File: config.mk
export PLATFORM = sky130hd
export DESIGN_NAME = goldsmith_div_sched_flat
export DESIGN_NICKNAME = d
export VERILOG_FILES = /design/src/rtl/goldsmith_div_sched_if.sv /design/src/rtl/goldsmith_div_sched.sv /design/src/flat_wrapper.sv
export SDC_FILE = /design/constraint.sdc
export NUM_CORES = 1
export LEC_CHECK = 0
export CAP_MARGIN = 40
export CELL_PAD_IN_SITES_DETAIL_PLACEMENT = 1
export CELL_PAD_IN_SITES_GLOBAL_PLACEMENT = 1
export CORE_MARGIN = 1.5
export CORE_UTILIZATION = 23
export CTS_BUF_LIST = sky130_fd_sc_hd__clkbuf_8
export CTS_CLUSTER_DIAMETER = 60
export DETAILED_ROUTE_END_ITERATION = 6
export GPL_ROUTABILITY_DRIVEN = 1
export PLACE_DENSITY_LB_ADDON = 0.1
export SETUP_SLACK_MARGIN = 0.5
export SYNTH_ARGS = -nofsm -noshare
export SYNTH_HDL_FRONTEND = slang
export SYNTH_SLANG_ARGS = --single-unit
File: constraint.sdc
create_clock -name i_clk -period 1.95 [get_ports i_clk]
set_input_delay 0.39 -clock i_clk [delete_from_list [all_inputs] [get_ports i_clk]]
set_output_delay 0.39 -clock i_clk [all_outputs]
set_load 0.02 [all_outputs]
File: src/rtl/goldsmith_div_sched_if.sv
// Client, response and datapath signals of the Goldschmidt divider scheduler.
// slave = scheduler side; master = requesters plus the divider datapath.
interface goldsmith_div_sched_if;
    logic        req0_valid;
    logic        req1_valid;
    logic        req0_ready;
    logic        req1_ready;
    logic [31:0] req0_dividend;
    logic [31:0] req0_divisor;
    logic [31:0] req1_dividend;
    logic [31:0] req1_divisor;

    logic        rsp_valid;
    logic        rsp_id;
    logic [31:0] rsp_data;
    logic        rsp_err;
    logic        busy;

    logic        dp_reset;
    logic        dp_start;
    logic [31:0] dp_dividend;
    logic [31:0] dp_divisor;
    logic [31:0] dp_out;

    modport slave (
        input  req0_valid, req1_valid,
        input  req0_dividend, req0_divisor, req1_dividend, req1_divisor,
        input  dp_out,
        output req0_ready, req1_ready,
        output rsp_valid, rsp_id, rsp_data, rsp_err, busy,
        output dp_reset, dp_start, dp_dividend, dp_divisor
    );

    modport master (
        output req0_valid, req1_valid,
        output req0_dividend, req0_divisor, req1_dividend, req1_divisor,
        output dp_out,
        input  req0_ready, req1_ready,
        input  rsp_valid, rsp_id, rsp_data, rsp_err, busy,
        input  dp_reset, dp_start, dp_dividend, dp_divisor
    );
endinterface

File: src/rtl/goldsmith_div_sched.sv
// Round-robin scheduler/sequencer for a shared Goldschmidt divider (Q9.23).
// Optional divide-by-zero short-cut: define GSD_DIVZERO_CHK_EN.
module goldsmith_div_sched #(
    parameter int unsigned ITERS = 4
) (
    input  logic                        i_clk,
    input  logic                        i_reset,
    goldsmith_div_sched_if.slave        io_bus
);

    localparam logic [1:0] ST_IDLE = 2'd0;
    localparam logic [1:0] ST_LOAD = 2'd1;
    localparam logic [1:0] ST_ITER = 2'd2;
    localparam logic [1:0] ST_DONE = 2'd3;

    localparam logic [3:0] LAST_CNT = 4'(ITERS - 1);

    logic [1:0]  r_state;
    logic [1:0]  w_state_d;
    logic [3:0]  r_cnt;
    logic [3:0]  w_cnt_d;
    logic        r_ptr;
    logic        w_ptr_d;
    logic [31:0] r_op_dividend;
    logic [31:0] w_op_dividend_d;
    logic [31:0] r_op_divisor;
    logic [31:0] w_op_divisor_d;
    logic        r_op_id;
    logic        w_op_id_d;
    logic [31:0] r_rsp_data;
    logic [31:0] w_rsp_data_d;
`ifdef GSD_DIVZERO_CHK_EN
    logic        r_rsp_err;
    logic        w_rsp_err_d;
`endif

    logic        w_idle;
    logic        w_grant0;
    logic        w_grant1;
    logic        w_xfer;
    logic [31:0] w_sel_dividend;
    logic [31:0] w_sel_divisor;

    // r_ptr holds the last granted ID; a tie goes to the other requester.
    assign w_idle   = (r_state == ST_IDLE) && !i_reset;
    assign w_grant0 = w_idle && io_bus.req0_valid && (!io_bus.req1_valid || r_ptr);
    assign w_grant1 = w_idle && io_bus.req1_valid && (!io_bus.req0_valid || !r_ptr);
    assign w_xfer   = w_grant0 || w_grant1;

    assign w_sel_dividend = w_grant1 ? io_bus.req1_dividend : io_bus.req0_dividend;
    assign w_sel_divisor  = w_grant1 ? io_bus.req1_divisor  : io_bus.req0_divisor;

    always_comb begin
        w_state_d       = r_state;
        w_cnt_d         = r_cnt;
        w_ptr_d         = r_ptr;
        w_op_dividend_d = r_op_dividend;
        w_op_divisor_d  = r_op_divisor;
        w_op_id_d       = r_op_id;
        w_rsp_data_d    = r_rsp_data;
`ifdef GSD_DIVZERO_CHK_EN
        w_rsp_err_d     = r_rsp_err;
`endif
        case (r_state)
            ST_IDLE: begin
                if (w_xfer) begin
                    w_ptr_d         = w_grant1;
                    w_op_id_d       = w_grant1;
                    w_op_dividend_d = w_sel_dividend;
                    w_op_divisor_d  = w_sel_divisor;
`ifdef GSD_DIVZERO_CHK_EN
                    // Zero divisor never touches the datapath.
                    if (w_sel_divisor == '0) begin
                        w_state_d    = ST_DONE;
                        w_rsp_data_d = '1;
                        w_rsp_err_d  = 1'b1;
                    end else begin
                        w_state_d    = ST_LOAD;
                        w_rsp_err_d  = 1'b0;
                    end
`else
                    w_state_d       = ST_LOAD;
`endif
                end
            end
            ST_LOAD: begin
                w_cnt_d   = '0;
                w_state_d = ST_ITER;
            end
            ST_ITER: begin
                w_cnt_d = r_cnt + 4'd1;
                if (r_cnt == LAST_CNT) begin
                    w_rsp_data_d = io_bus.dp_out;
                    w_state_d    = ST_DONE;
                end
            end
            ST_DONE: begin
                w_state_d = ST_IDLE;
            end
            default: begin
                w_state_d = ST_IDLE;
            end
        endcase
    end

    always_ff @(posedge i_clk) begin
        if (i_reset) begin
            r_state       <= ST_IDLE;
            r_cnt         <= '0;
            r_ptr         <= 1'b1;
            r_op_dividend <= '0;
            r_op_divisor  <= '0;
            r_op_id       <= 1'b0;
            r_rsp_data    <= '0;
`ifdef GSD_DIVZERO_CHK_EN
            r_rsp_err     <= 1'b0;
`endif
        end else begin
            r_state       <= w_state_d;
            r_cnt         <= w_cnt_d;
            r_ptr         <= w_ptr_d;
            r_op_dividend <= w_op_dividend_d;
            r_op_divisor  <= w_op_divisor_d;
            r_op_id       <= w_op_id_d;
            r_rsp_data    <= w_rsp_data_d;
`ifdef GSD_DIVZERO_CHK_EN
            r_rsp_err     <= w_rsp_err_d;
`endif
        end
    end

    assign io_bus.req0_ready  = w_grant0;
    assign io_bus.req1_ready  = w_grant1;
    assign io_bus.rsp_valid   = (r_state == ST_DONE);
    assign io_bus.rsp_id      = r_op_id;
    assign io_bus.rsp_data    = r_rsp_data;
`ifdef GSD_DIVZERO_CHK_EN
    assign io_bus.rsp_err     = r_rsp_err;
`else
    assign io_bus.rsp_err     = 1'b0;
`endif
    assign io_bus.busy        = (r_state != ST_IDLE);
    assign io_bus.dp_reset    = i_reset;
    assign io_bus.dp_start    = (r_state == ST_LOAD);
    assign io_bus.dp_dividend = r_op_dividend;
    assign io_bus.dp_divisor  = r_op_divisor;

endmodule

File: src/flat_wrapper.sv
// flat-port wrapper written by rule: the top's interface ports become plain ports
module goldsmith_div_sched_flat 
#(
    parameter int unsigned ITERS = 4
)
  (i_clk, i_reset, io_bus_req0_valid, io_bus_req1_valid, io_bus_req0_dividend, io_bus_req0_divisor, io_bus_req1_dividend, io_bus_req1_divisor, io_bus_dp_out, io_bus_req0_ready, io_bus_req1_ready, io_bus_rsp_valid, io_bus_rsp_id, io_bus_rsp_data, io_bus_rsp_err, io_bus_busy, io_bus_dp_reset, io_bus_dp_start, io_bus_dp_dividend, io_bus_dp_divisor);
  goldsmith_div_sched_if io_bus_i ();
  input  logic i_clk;
  input  logic i_reset;
  input wire logic [$bits(io_bus_i.req0_valid)-1:0] io_bus_req0_valid;
  input wire logic [$bits(io_bus_i.req1_valid)-1:0] io_bus_req1_valid;
  input wire logic [$bits(io_bus_i.req0_dividend)-1:0] io_bus_req0_dividend;
  input wire logic [$bits(io_bus_i.req0_divisor)-1:0] io_bus_req0_divisor;
  input wire logic [$bits(io_bus_i.req1_dividend)-1:0] io_bus_req1_dividend;
  input wire logic [$bits(io_bus_i.req1_divisor)-1:0] io_bus_req1_divisor;
  input wire logic [$bits(io_bus_i.dp_out)-1:0] io_bus_dp_out;
  output wire logic [$bits(io_bus_i.req0_ready)-1:0] io_bus_req0_ready;
  output wire logic [$bits(io_bus_i.req1_ready)-1:0] io_bus_req1_ready;
  output wire logic [$bits(io_bus_i.rsp_valid)-1:0] io_bus_rsp_valid;
  output wire logic [$bits(io_bus_i.rsp_id)-1:0] io_bus_rsp_id;
  output wire logic [$bits(io_bus_i.rsp_data)-1:0] io_bus_rsp_data;
  output wire logic [$bits(io_bus_i.rsp_err)-1:0] io_bus_rsp_err;
  output wire logic [$bits(io_bus_i.busy)-1:0] io_bus_busy;
  output wire logic [$bits(io_bus_i.dp_reset)-1:0] io_bus_dp_reset;
  output wire logic [$bits(io_bus_i.dp_start)-1:0] io_bus_dp_start;
  output wire logic [$bits(io_bus_i.dp_dividend)-1:0] io_bus_dp_dividend;
  output wire logic [$bits(io_bus_i.dp_divisor)-1:0] io_bus_dp_divisor;
  assign io_bus_i.req0_valid = io_bus_req0_valid;
  assign io_bus_i.req1_valid = io_bus_req1_valid;
  assign io_bus_i.req0_dividend = io_bus_req0_dividend;
  assign io_bus_i.req0_divisor = io_bus_req0_divisor;
  assign io_bus_i.req1_dividend = io_bus_req1_dividend;
  assign io_bus_i.req1_divisor = io_bus_req1_divisor;
  assign io_bus_i.dp_out = io_bus_dp_out;
  assign io_bus_req0_ready = io_bus_i.req0_ready;
  assign io_bus_req1_ready = io_bus_i.req1_ready;
  assign io_bus_rsp_valid = io_bus_i.rsp_valid;
  assign io_bus_rsp_id = io_bus_i.rsp_id;
  assign io_bus_rsp_data = io_bus_i.rsp_data;
  assign io_bus_rsp_err = io_bus_i.rsp_err;
  assign io_bus_busy = io_bus_i.busy;
  assign io_bus_dp_reset = io_bus_i.dp_reset;
  assign io_bus_dp_start = io_bus_i.dp_start;
  assign io_bus_dp_dividend = io_bus_i.dp_dividend;
  assign io_bus_dp_divisor = io_bus_i.dp_divisor;
  goldsmith_div_sched #(.ITERS(ITERS)) u_core (.i_clk(i_clk), .i_reset(i_reset), .io_bus(io_bus_i));
endmodule
* Word-level counts from Yosys, hierarchy flattened
Cells that the tools add are included.
** Word-level totals
- Bits in registers :: 104
- Input port bits :: 164
** Cells by class
- Add/sub/neg operators :: 1
- Eq/ne operators :: 6
- Multiplexer cells :: 6
- Reduce and logical (&&, ||, !) cells :: 18
** Operators by type and width (number)
- 32-bit 2-to-1 mux :: 2
- 2-bit case mux with 4 select lines :: 1
- 4-bit case mux with 2 select lines :: 1
- 2-bit AND reduction :: 3
- 1-bit logical AND :: 5
- 4-bit by 1-bit adder with 4-bit output, second input constant :: 1
- 2-bit == test, second input constant :: 2
- 4-bit by 2-bit == test with 1-bit output, second input constant :: 1
- 1-bit zero test :: 4
- 2-bit 2-to-1 mux :: 2
- 2-bit by 1-bit inequality test with 1-bit output, second input constant :: 2
- 2-bit nonzero test :: 2
- 1-bit logical OR :: 3
- 2-bit by 1-bit == test with 1-bit output, second input constant :: 1
- 2-bit zero test :: 1

* Depth between registers and ports, before layout
- Word-level depth :: 7
- Gate-level depth with buffers :: 8

* Worst setup path before layout
OpenSTA, ideal clock, no wires.
- Path type :: reg2out
- From :: reg u_core.r_state[0]
- To :: out io_bus_req0_ready
- Arrival time :: 1423 ps
- Setup slack :: 137 ps
- Cell stages (with the launch flop) :: 7
- Path buffers :: 2
- Path through :: dfxtp_1 inv_1 ha_1 nor2b_1 buf_4 buf_4 and3_1
** Between the ends
- Cells in the longest elaborated chain, start to end :: 4
** RTL lines
- start: declaration :: RTL line goldsmith_div_sched.sv:18 : logic [1:0] r_state;
- start signal: assignment :: RTL line goldsmith_div_sched.sv:119 : r_state <= w_state_d;
- 2-bit zero test :: RTL line goldsmith_div_sched.sv:45 : assign w_idle = (r_state == ST_IDLE) && !i_reset;
- 1-bit logical AND :: RTL line goldsmith_div_sched.sv:45
- 1-bit logical AND (2 in series) :: RTL line goldsmith_div_sched.sv:46 : assign w_grant0 = w_idle && io_bus.req0_valid && (!io_bus.req1_valid || r_ptr);
- end: declaration :: RTL line flat_wrapper.sv:17 : output wire logic [$bits(io_bus_i.req0_ready)-1:0] io_bus_req0_ready;
Every way passes these cells.

* Final worst setup path
- From :: reg u_core.r_state[0]
- To :: out io_bus_req1_ready
** Between the ends
- Cells in the longest elaborated chain, start to end :: 4
** RTL lines
- 2-bit zero test :: RTL line goldsmith_div_sched.sv:45
- 1-bit logical AND :: RTL line goldsmith_div_sched.sv:45
- 1-bit logical AND (2 in series) :: RTL line goldsmith_div_sched.sv:47 : assign w_grant1 = w_idle && io_bus.req1_valid && (!io_bus.req0_valid || !r_ptr);
- end: declaration :: RTL line flat_wrapper.sv:18 : output wire logic [$bits(io_bus_i.req1_ready)-1:0] io_bus_req1_ready;
Every way passes these cells.

==> results.yml <==
placed_design:
  port_buffers: 266
  routabilityCongestion: 0.7274
  dp_hpwl_um: 14480
  placement.setup.worst_slack_ns: -0.4196
synth:
  ys_async_sr_fraction: 0
  synth_warnings: 0
  synth_sequential_area_ratio: 0.4127
  synth_fp_nets: 749
  synth-adder-area-share: 0.01488
  synth_edf_count: 0
  main_combinational_cell_family_by_area_after_synthesis: "compound AO/OA/AOI/OAI gates"
  netlist-cell-type-count: 34
  muxShareOfSynthArea: 0.001984
  synth_xor_area_frac: 0
  netlist_area_sq_um: 5045
  synthesized_area_fraction_occupied_by_and_or_nand_nor_cells: 0.2093
  number_of_flip_flops_and_latches_in_the_synthesized_netlist: 104
  synth_ff_type: "dfxtp_1"
  post_synth.cell_area_avg_sq_um: 8.713
  post_synth_inst_count: 579
  synth_compound_gate_area_share: 0.2817
layout:
  drive_gt1_frac: 0.3287
  layout.filler_cells: 2294
  synthToLayoutAreaGrowth_pct: 111.5
  net_count_final: 1032
  mostFrequentLayoutCell: "clkdlybuf4s50_1"
  antenna_cells_inserted: 0
  layout_common_cells: "162 x clkdlybuf4s50_1, 100 x dfxtp_1, 96 x dlymetal6s2s_1"
critical_path:
  crit_path_start_kind: "flip-flop"
  path_cells: "inv_2 > ha_4 > nand3b_1 > or2_4 > inv_4 > buf_6"
  critPathKind: "flip-flop to output pin"
  rr_worst_depth: 8
  crit_arrival_ns: 1.50
  endpoint_kind: "output pin"
  timing.critical_path.required_ns: 1.56
  crit_fanout: 4
  critPathSlowestCell: "dfxtp_2"
  max_stage_delay_ns: 0.35
clock_network:
  cts_root_buf: "clkbuf_8"
  cts_made_buffers: 9
  htree_levels: 3
  clock_sink_count: 104
  cts_buffer_depth: 2
  clock_tree_from_tritoncts: "built"
  cts_hold_buffers: 0
  insertion_delay_ns: 0.38
  cts.reportedPaths.clkPinSlew_ns: 0.11
pwr:
  power.ir.vdd_worst_mv: 0.4534
  total_power_mw: 9.355
  p_leak_nw: 5.047
  power-per-cell-area_nw_per_um2: 876.6
floorplanning:
  initial_utilization: 0.2326
  placementRows: 54
  floorplan.core_area_sq_um: 21690
  dieHeight_um: 151.1
  i_o_pin_count: 268
  dieWidth_um: 151.1
  design.die.area_sq_um: 22830
detailed_routing:
  via_count: 5889
  wl_per_cell_um: 22.75
  drt_iter0_markers: 173
  drt_pass1_iterations: 4
  via_per_inst: 5.134
  finalWirelength_um: 26100
  post-route-drc-count: 0
  drt.antenna.violating_nets: 0
grt:
  globalRouteOverflowTotal: 0
  grt.total_usage: 0.1969
  pin_count_of_the_biggest_net_entering_global_routing: 65
  grt_pass1_vias: 6096
  antenna_found_initial: 0
  grt_pass1_wl_um: 34560
timing:
  setup_violations: 0
  relSlewSlack: 0.4764
  report.final.slew_viol_count: 0
  fmax_mhz: 528.8
  min_period_over_period: 0.9699
  setup_ws_ns: 0.05878
  min_period_ns: 1.891
  hold_slack_ns: 0.4635
  final_hold_viol_count: 0
  setup_skew_ns: 0.01286
  worst_slew_pin_slew_ns: 0.7854
  grt_setup_unrepaired: "true"
min_path:
  hold_crit_depth: 2
  hold_path.class: "flip-flop to flip-flop"
run:
  max-cap-violations: 0
outcome:
  outcome: "finished clean"
## Yosys cell counts, types with 2 or more instances
cell type | instances | area, sq um
a2111oi_0 | 6 | 52.55
a2111oi_1 | 12 | 120.1
a2111oi_2 | 46 | 690.7
a211oi_1 | 2 | 15.01
a21oi_1 | 101 | 505.5
buf_2 | 29 | 145.1
buf_4 | 10 | 75.07
buf_6 | 5 | 56.30
clkbuf_1 | 27 | 101.4
dfxtp_1 | 104 | 2082
ha_1 | 6 | 75.07
inv_1 | 5 | 18.77
nand2_1 | 67 | 251.5
nand2b_1 | 6 | 37.54
nand3_1 | 2 | 10.01
nand3b_1 | 2 | 15.01
nor2b_1 | 2 | 12.51
nor3_1 | 128 | 640.6
o21ai_0 | 3 | 15.01
or2_2 | 2 | 12.51
## cells by family after synthesis
group	after synthesis
AOI/OAI and AO/OA	173
muxes	1
buffers and inverters	76
and+or+nand+nor	218
adders and majority gates	6
DFF	104
other	1
## area by class of cell
| type | instances | area [sq um] | share of cell area |
|---|---|---|---|
| Clock buffer | 11 | 151.4 | 0.01419 |
| Clock inverter | 5 | 55.05 | 0.005159 |
| Inverter | 5 | 21.27 | 0.001993 |
| Multi-Input combinational cell | 399 | 3928 | 0.3680 |
| Sequential cell | 104 | 2092 | 0.1960 |
| Tap cell | 280 | 350.3 | 0.03283 |
| Timing Repair Buffer | 343 | 4074 | 0.3818 |
## sequential cells by signal (all words and copies together), names as in the netlist
register,count
u_core.io_bus.rsp_id,1
u_core.io_bus.dp_dividend,32
u_core.io_bus.dp_divisor,32
u_core.r_cnt,4
u_core.r_ptr,1
u_core.io_bus.rsp_data,32
u_core.r_state,2
## path summary, 6_finish.rpt
check	start	end	slack, ns
setup / recovery	u_core.r_state[0]$_SDFFE_PP0P_	io_bus_req1_ready	0.06
hold / removal	u_core.io_bus.rsp_data[16]$_SDFFE_PP0P_	u_core.io_bus.rsp_data[16]$_SDFFE_PP0P_	0.46
setup reg to reg	u_core.r_state[0]$_SDFFE_PP0P_	u_core.io_bus.dp_dividend[9]$_SDFFE_PP0P_	0.06
hold reg to reg	u_core.io_bus.rsp_data[16]$_SDFFE_PP0P_	u_core.io_bus.rsp_data[16]$_SDFFE_PP0P_	0.46
## power breakdown
part	leakage, nW	total (mW)	switching [mW]	internal, mW
Sequential	0.853	2.72	0.218	2.50
Combinational	4.09	5.15	2.64	2.52
Clock	0.107	1.48	0.816	0.664
Total	5.05	9.35	3.67	5.68
## per-layer routing
metal | track usage | up-vias | share of wire
li1 | - | 2711 | -
met1 | 0.2399 | 2958 | 0.40
met2 | 0.3409 | 195 | 0.51
met3 | 0.04729 | 25 | 0.066
met4 | 0.06117 | 0 | 0.018
met5 | 0 | - | 0
## metrics by stage
step | util | setup TNS [ns] | cell area, sq um | instances
3_5_place_dp | 0.3779 | -19.86 | 8197 | 1087
6_report | 0.4920 | 0 | 10670 | 1147
2_1_floorplan | - | 0 | 5250 | 579
4_1_cts | 0.4053 | 0 | 8791 | 1116
5_1_grt | 0.4920 | -0.02515 | 10670 | 1147
3_3_place_gp | 0.3779 | -17.16 | 8197 | 1087
## critical path, delay by kind of cell (launching register included)
family	cells	cell delay (ns)
buf+inv	3	0.22
simple gates	2	0.40
flops	1	0.35
fa+ha+maj	1	0.15
## timing repair
| action | CTS | global route |
|---|---|---|
| pin swaps | 6 | 39 |
| setup endpoints to repair | 202 | 203 |
| setup buffers | 6 | 15 |
| gates resized for setup | 62 | 302 |
| gates cloned | 7 | 16 |
Power figures use the tool's default switching activity.
